<file path="config.mk">
export PLATFORM = sky130hd
export DESIGN_NAME = note_section_player
export DESIGN_NICKNAME = d
export VERILOG_FILES = /design/src/rtl/note_section_player.sv
export SDC_FILE = /design/constraint.sdc
export NUM_CORES = 1
export LEC_CHECK = 0
export BUFFER_PORTS_ARGS = -buffer_cell sky130_fd_sc_hd__buf_2
export CELL_PAD_IN_SITES_DETAIL_PLACEMENT = 2
export CELL_PAD_IN_SITES_GLOBAL_PLACEMENT = 2
export CORE_MARGIN = 5
export CORE_UTILIZATION = 44
export CTS_CLUSTER_DIAMETER = 100
export CTS_CLUSTER_SIZE = 16
export DETAILED_ROUTE_END_ITERATION = 12
export GPL_ROUTABILITY_DRIVEN = 0
export PLACE_DENSITY_LB_ADDON = 0.1
export SETUP_SLACK_MARGIN = 0.05
export SKIP_LAST_GASP = 1
export SLEW_MARGIN = 25
export SYNTH_ARGS = -nofsm -noshare
export SYNTH_HDL_FRONTEND = slang
export SYNTH_SLANG_ARGS = --single-unit
</file>
<file path="constraint.sdc">
create_clock -name clk -period 3.3 [get_ports clk]
set_input_delay 0.165 -clock clk [delete_from_list [all_inputs] [get_ports clk]]
set_output_delay 0.165 -clock clk [all_outputs]
set_load 0.05 [all_outputs]
</file>
<file path="src/rtl/note_section_player.sv">
// note_section_player: plays a writable DEPTH x LANES note chart one step per beat_tick with looping, pause and stop
module note_section_player #(
  parameter int LANES = 5,
  parameter int AW    = 6,
  parameter int DEPTH = 2**AW
) (
  input  logic             clk,
  input  logic             resetn,
  input  logic             wr_en,
  input  logic [AW-1:0]    wr_addr,
  input  logic [LANES-1:0] wr_data,
  input  logic             start,
  input  logic             stop,
  input  logic             pause,
  input  logic             beat_tick,
  input  logic [AW-1:0]    sec_len,
  input  logic [3:0]       loop_count,
  output logic [LANES-1:0] exp_notes,
  output logic [AW-1:0]    step,
  output logic             busy,
  output logic             note_strobe,
  output logic             done
);
  typedef enum logic [1:0] {IDLE, PLAY, PAUSED} state_t;

  state_t           st, st_n;
  logic [LANES-1:0] mem [DEPTH];
  logic [AW-1:0]    last, last_n, step_n;
  logic [3:0]       loops, loops_n;
  logic             ld, clr, done_n;

  // Chart write port; no reset so it maps onto plain RAM
  always_ff @(posedge clk)
    if (wr_en) mem[wr_addr] <= wr_data;

  // Next-state and step control; stop beats start beats beat_tick, pause only gates the tick
  always_comb begin
    st_n    = st;
    step_n  = step;
    last_n  = last;
    loops_n = loops;
    ld      = 1'b0;
    clr     = 1'b0;
    done_n  = 1'b0;
    if (stop) begin
      st_n   = IDLE;
      step_n = '0;
      clr    = 1'b1;
    end else if (start) begin
      st_n    = PLAY;
      last_n  = sec_len;
      loops_n = loop_count;
      step_n  = '0;
      ld      = 1'b1;
    end else if (st == PLAY && pause) begin
      st_n = PAUSED;
    end else if (st == PAUSED && !pause) begin
      st_n = PLAY;
    end else if (st == PLAY && beat_tick) begin
      if (step != last) begin
        step_n = step + 1'b1;
        ld     = 1'b1;
      end else if (loops == 4'd1) begin
        st_n   = IDLE;
        step_n = '0;
        clr    = 1'b1;
        done_n = 1'b1;
      end else begin
        step_n  = '0;
        ld      = 1'b1;
        loops_n = (loops == 4'd0) ? loops : loops - 4'd1;
      end
    end
  end

  // State, latched section parameters and outputs; the read address is the next step so
  // the RAM read lands in exp_notes on the same edge that accepts the event (read-first)
  always_ff @(posedge clk or negedge resetn)
    if (!resetn) begin
      st          <= IDLE;
      step        <= '0;
      last        <= '0;
      loops       <= '0;
      exp_notes   <= '0;
      note_strobe <= 1'b0;
      done        <= 1'b0;
    end else begin
      st          <= st_n;
      step        <= step_n;
      last        <= last_n;
      loops       <= loops_n;
      exp_notes   <= clr ? '0 : ld ? mem[step_n] : exp_notes;
      note_strobe <= ld && (mem[step_n] != '0);
      done        <= done_n;
    end

  assign busy = (st != IDLE);
endmodule

</file>
==> results by group <==
Final layout
  – Fin cells: 1,718
  – Most common cell after layout, fill and taps aside: edfxtp_1
  – Share of layout cells above drive strength 1: 0.2094
  – Fill cell count: 3,056
  – Most frequent cells in the layout: 320 x edfxtp_1, 248 x nand2_1, 101 x nand3_1
  – Multi-input gate area: 4071 um^2
  – Layout area overhead: 20.92%
  – Util after Layout: 0.5366
  – Reg area: 10,240 um^2
  – Nets: 1,288

Logic synthesis
  – Main synth FF type: edfxtp_1
  – Mapped Area: 14,370 um^2
  – Avg Inst Size Synth: 13.01 um^2
  – Synth async-reset ratio: 0.07246
  – Largest family of logic cells by synthesized area: simple AND/OR/NAND/NOR gates
  – Mux cell area share after synthesis: 0.04633
  – Post-synth EDFFs: 320
  – Syn Nets: 1,136
  – Compound-gate portion of the synthesized area: 0.05278
  – Seq/Total Area, Yosys: 0.7124
  – Post-synthesis simple-gate area fraction: 0.1551
  – Ys Warns: 0
  – Synthesized flop and latch total: 345
  – Post-synthesis xor/xnor area fraction: 0.007316
  – Synth Instances: 1,104
  – Adder-Cell Fraction of Synth Area: 0.003484
  – Synth cell types: 56

STA
  – RSZ-0062 raised after global routing: yes
  – Setup TNS: -507.6 ps
  – Min cycle time layout: 3462 ps
  – Worst-margin pin slew: 1021 ps
  – Setup-failing EPs final: 5
  – Fin. Hold Viols: 0
  – Slew Viols, Final: 0
  – Rel. slew slack: 0.3141
  – Max Clock Freq: 288.9 MHz
  – Fin worst setup slack: -161.8 ps
  – Setup Skew: 21.61 ps
  – Crit share post-route: 1.049
  – Hold_ws: 72.97 ps

Hold path
  – Worst Hold Class: in -> reg
  – Hold path cells: 3
  – Hold path endpoint: st[1]
  – Hold path startpoint: stop

Setup path
  – Reg2reg setup slack: -160 ps
  – R2R cell count: 13
  – Required @ worst endpoint: 3800 ps
  – Critical path class: reg -> reg
  – Worst setup SP type: register
  – Maximum fanout along the worst path: 8
  – Worst r2r dst: exp_notes[1]
  – Critical path arrival: 3960 ps
  – R2R Path Start: st[1]
  – Crit path capture type: register

Clock network
  – Clk_lat worst skew: 580 ps
  – CTS Sinks: 345
  – H-tree Lvls: 1
  – CTS max path bufs: 3
  – Root Driver: clkbuf_16
  – Clk pin slew, worst setup/hold paths: 80 ps
  – CTS tree: yes
  – Num CTS Buffers: 25

Floorplanning
  – Die Wd: 190.7 um
  – Boundary Pins: 42
  – Placeable Area: 32,370 um^2
  – Initial Util: 0.4438
  – Die extent in y: 190.7 um
  – Area of the die: 36,360 um^2
  – # rows: 66

Drt
  – Vias per cell: 6.083
  – Drt pass-1 iters: 5
  – DR vias: 10,451
  – 1st-iter DRT viols: 865
  – # DRC: 0
  – Routed Wire Length: 54,050 um
  – WL/cell: 31.46 um
  – Post-route ant nets: 0

Global routing
  – Initial antenna violation count: 1
  – Vias in the first global route: 11,229
  – Congestion Overflow GR: 0
  – GRT Total Usage: 0.2893
  – Global-route wire length before repair: 77,290 um
  – Largest net degree at the start of global routing: 46

Outcome
  – Failing checks: setup timing
  – Status: finished with violations

Place
  – DP Cell Count: 1,616
  – DP HPWL: 32,950 um
  – # port buffers: 41

Power and ir drop
  – Leakage dissipation: 6.057 nW
  – VDD IR max: 0.0003672 V
  – Pwr per Cell Area: 476.1 nW/um^2

Job
  – Max-Cap Viols: 0
[worst max-delay path, cell delays in order, from the launching register on]
cell and delay [ps]:
dfrtp_1 420, buf_6 140, nand4bb_1 210, and3_4 220, a211oi_4 250, bufinv_8 280, buf_12 160, buf_12 140
mux2i_1 130, mux4_2 510, o211ai_1 420, nand3_1 210, buf_4 180, o21ai_2 100
[per-layer routing]
metal | share of wire | GRT usage
met5 | 0.00013 | 0
met4 | 0.033 | 0.09503
met3 | 0.069 | 0.05291
met2 | 0.50 | 0.4925
met1 | 0.40 | 0.3773
[power by group]
part	switching (W)	internal, W	total, W
Combinational	0.000267	0.000117	0.000384
Sequential	0.0000348	0.00483	0.00486
Clock	0.00159	0.00144	0.00303
[synth_stat cells, types with 3 or more instances]
| cell type | instances | area, um^2 |
|---|---|---|
| nor3_1 | 14 | 70.07 |
| mux2i_1 | 44 | 440.4 |
| o211ai_1 | 4 | 30.03 |
| o21ai_0 | 15 | 75.07 |
| nand2b_1 | 3 | 18.77 |
| nand4_1 | 17 | 106.4 |
| a311o_1 | 4 | 40.04 |
| a31oi_1 | 8 | 50.05 |
| xnor2_1 | 6 | 52.55 |
| o31ai_1 | 4 | 30.03 |
| ha_1 | 4 | 50.05 |
| nand3b_1 | 3 | 22.52 |
| nand2_1 | 250 | 938.4 |
| a32oi_1 | 8 | 70.07 |
| mux4_2 | 7 | 157.7 |
| inv_2 | 3 | 11.26 |
| buf_1 | 12 | 45.04 |
| nor2_1 | 81 | 304.0 |
| or2_2 | 3 | 18.77 |
| buf_6 | 3 | 33.78 |
| and3_1 | 14 | 87.58 |
| dfrtp_1 | 25 | 625.6 |
| nand3_1 | 102 | 510.5 |
| clkbuf_1 | 24 | 90.09 |
| inv_1 | 7 | 26.28 |
| mux2_2 | 6 | 67.56 |
| buf_2 | 22 | 110.1 |
| a21oi_1 | 23 | 115.1 |
| edfxtp_1 | 320 | 9609 |
| nor2b_1 | 5 | 31.28 |
| a311oi_1 | 8 | 70.07 |
| nor4_1 | 4 | 25.02 |
| xor2_1 | 6 | 52.55 |
| a221oi_1 | 8 | 70.07 |
| a211oi_1 | 10 | 75.07 |
| or3_1 | 4 | 25.02 |
[metrics by stage]
| step | cell area [um^2] | setup WS, ps | total power (W) |
|---|---|---|---|
| after CTS | 16920 | -31.37 | 0.008263 |
| final | 17370 | -161.8 | 0.008271 |
| after floorplan | 14370 | 123.4 | 0.005096 |
| after detailed placement | 15620 | -281.8 | 0.005297 |
| after global placement | 15620 | -182.6 | 0.005273 |
| after global routing | 17370 | -271.7 | 0.008528 |
[kinds of logic (layout without fill, tap and decap cells)]
logic type | Yosys count | count (layout)
AOI/OAI and AO/OA | 106 | 106
xor gates and xnor gates | 12 | 12
adders and majority gates | 4 | 4
buffers and inverters | 72 | 243
DFF | 345 | 345
muxes | 57 | 57
other | 0 | 1
and+or+nand+nor | 508 | 508
[worst max path at each step]
stage / from / end / slack, ps / cells past startpoint
3_3_place_gp: st[1] / note_strobe / -180 / 14
6_report: st[1] / exp_notes[1] / -160 / 13
3_5_place_dp: st[1] / note_strobe / -280 / 14
2_1_floorplan: step[3] / note_strobe / 120 / 15
5_1_grt: st[1] / note_strobe / -270 / 13
4_1_cts: st[1] / note_strobe / -30 / 15
[area by class of cell]
type | instances | share of cell area
timing repair buffer | 187 | 0.09990
clock buffer | 44 | 0.04012
tap | 442 | 0.03184
antenna | 1 | 0.0001441
multi-input combinational | 687 | 0.2344
inverter | 10 | 0.003385
sequential | 345 | 0.5892
clock inverter | 2 | 0.001008
[flip-flops by register name, summed over array words and instances, names as in the netlist]
name,count
mem,320
last,6
step,6
exp_notes,5
loops,4
st,2
done,1
note_strobe,1
[timing repair]
item / CTS / global route
pin swaps: 17 / 20
hold endpoints to repair: 38 / 0
hold buffers: 15 / 0
setup buffers: 12 / 20
setup endpoints to repair: 6 / 6
gates cloned: 6 / 3
resized for setup: 42 / 48
Note: power is estimated with default switching activity, not from simulation.
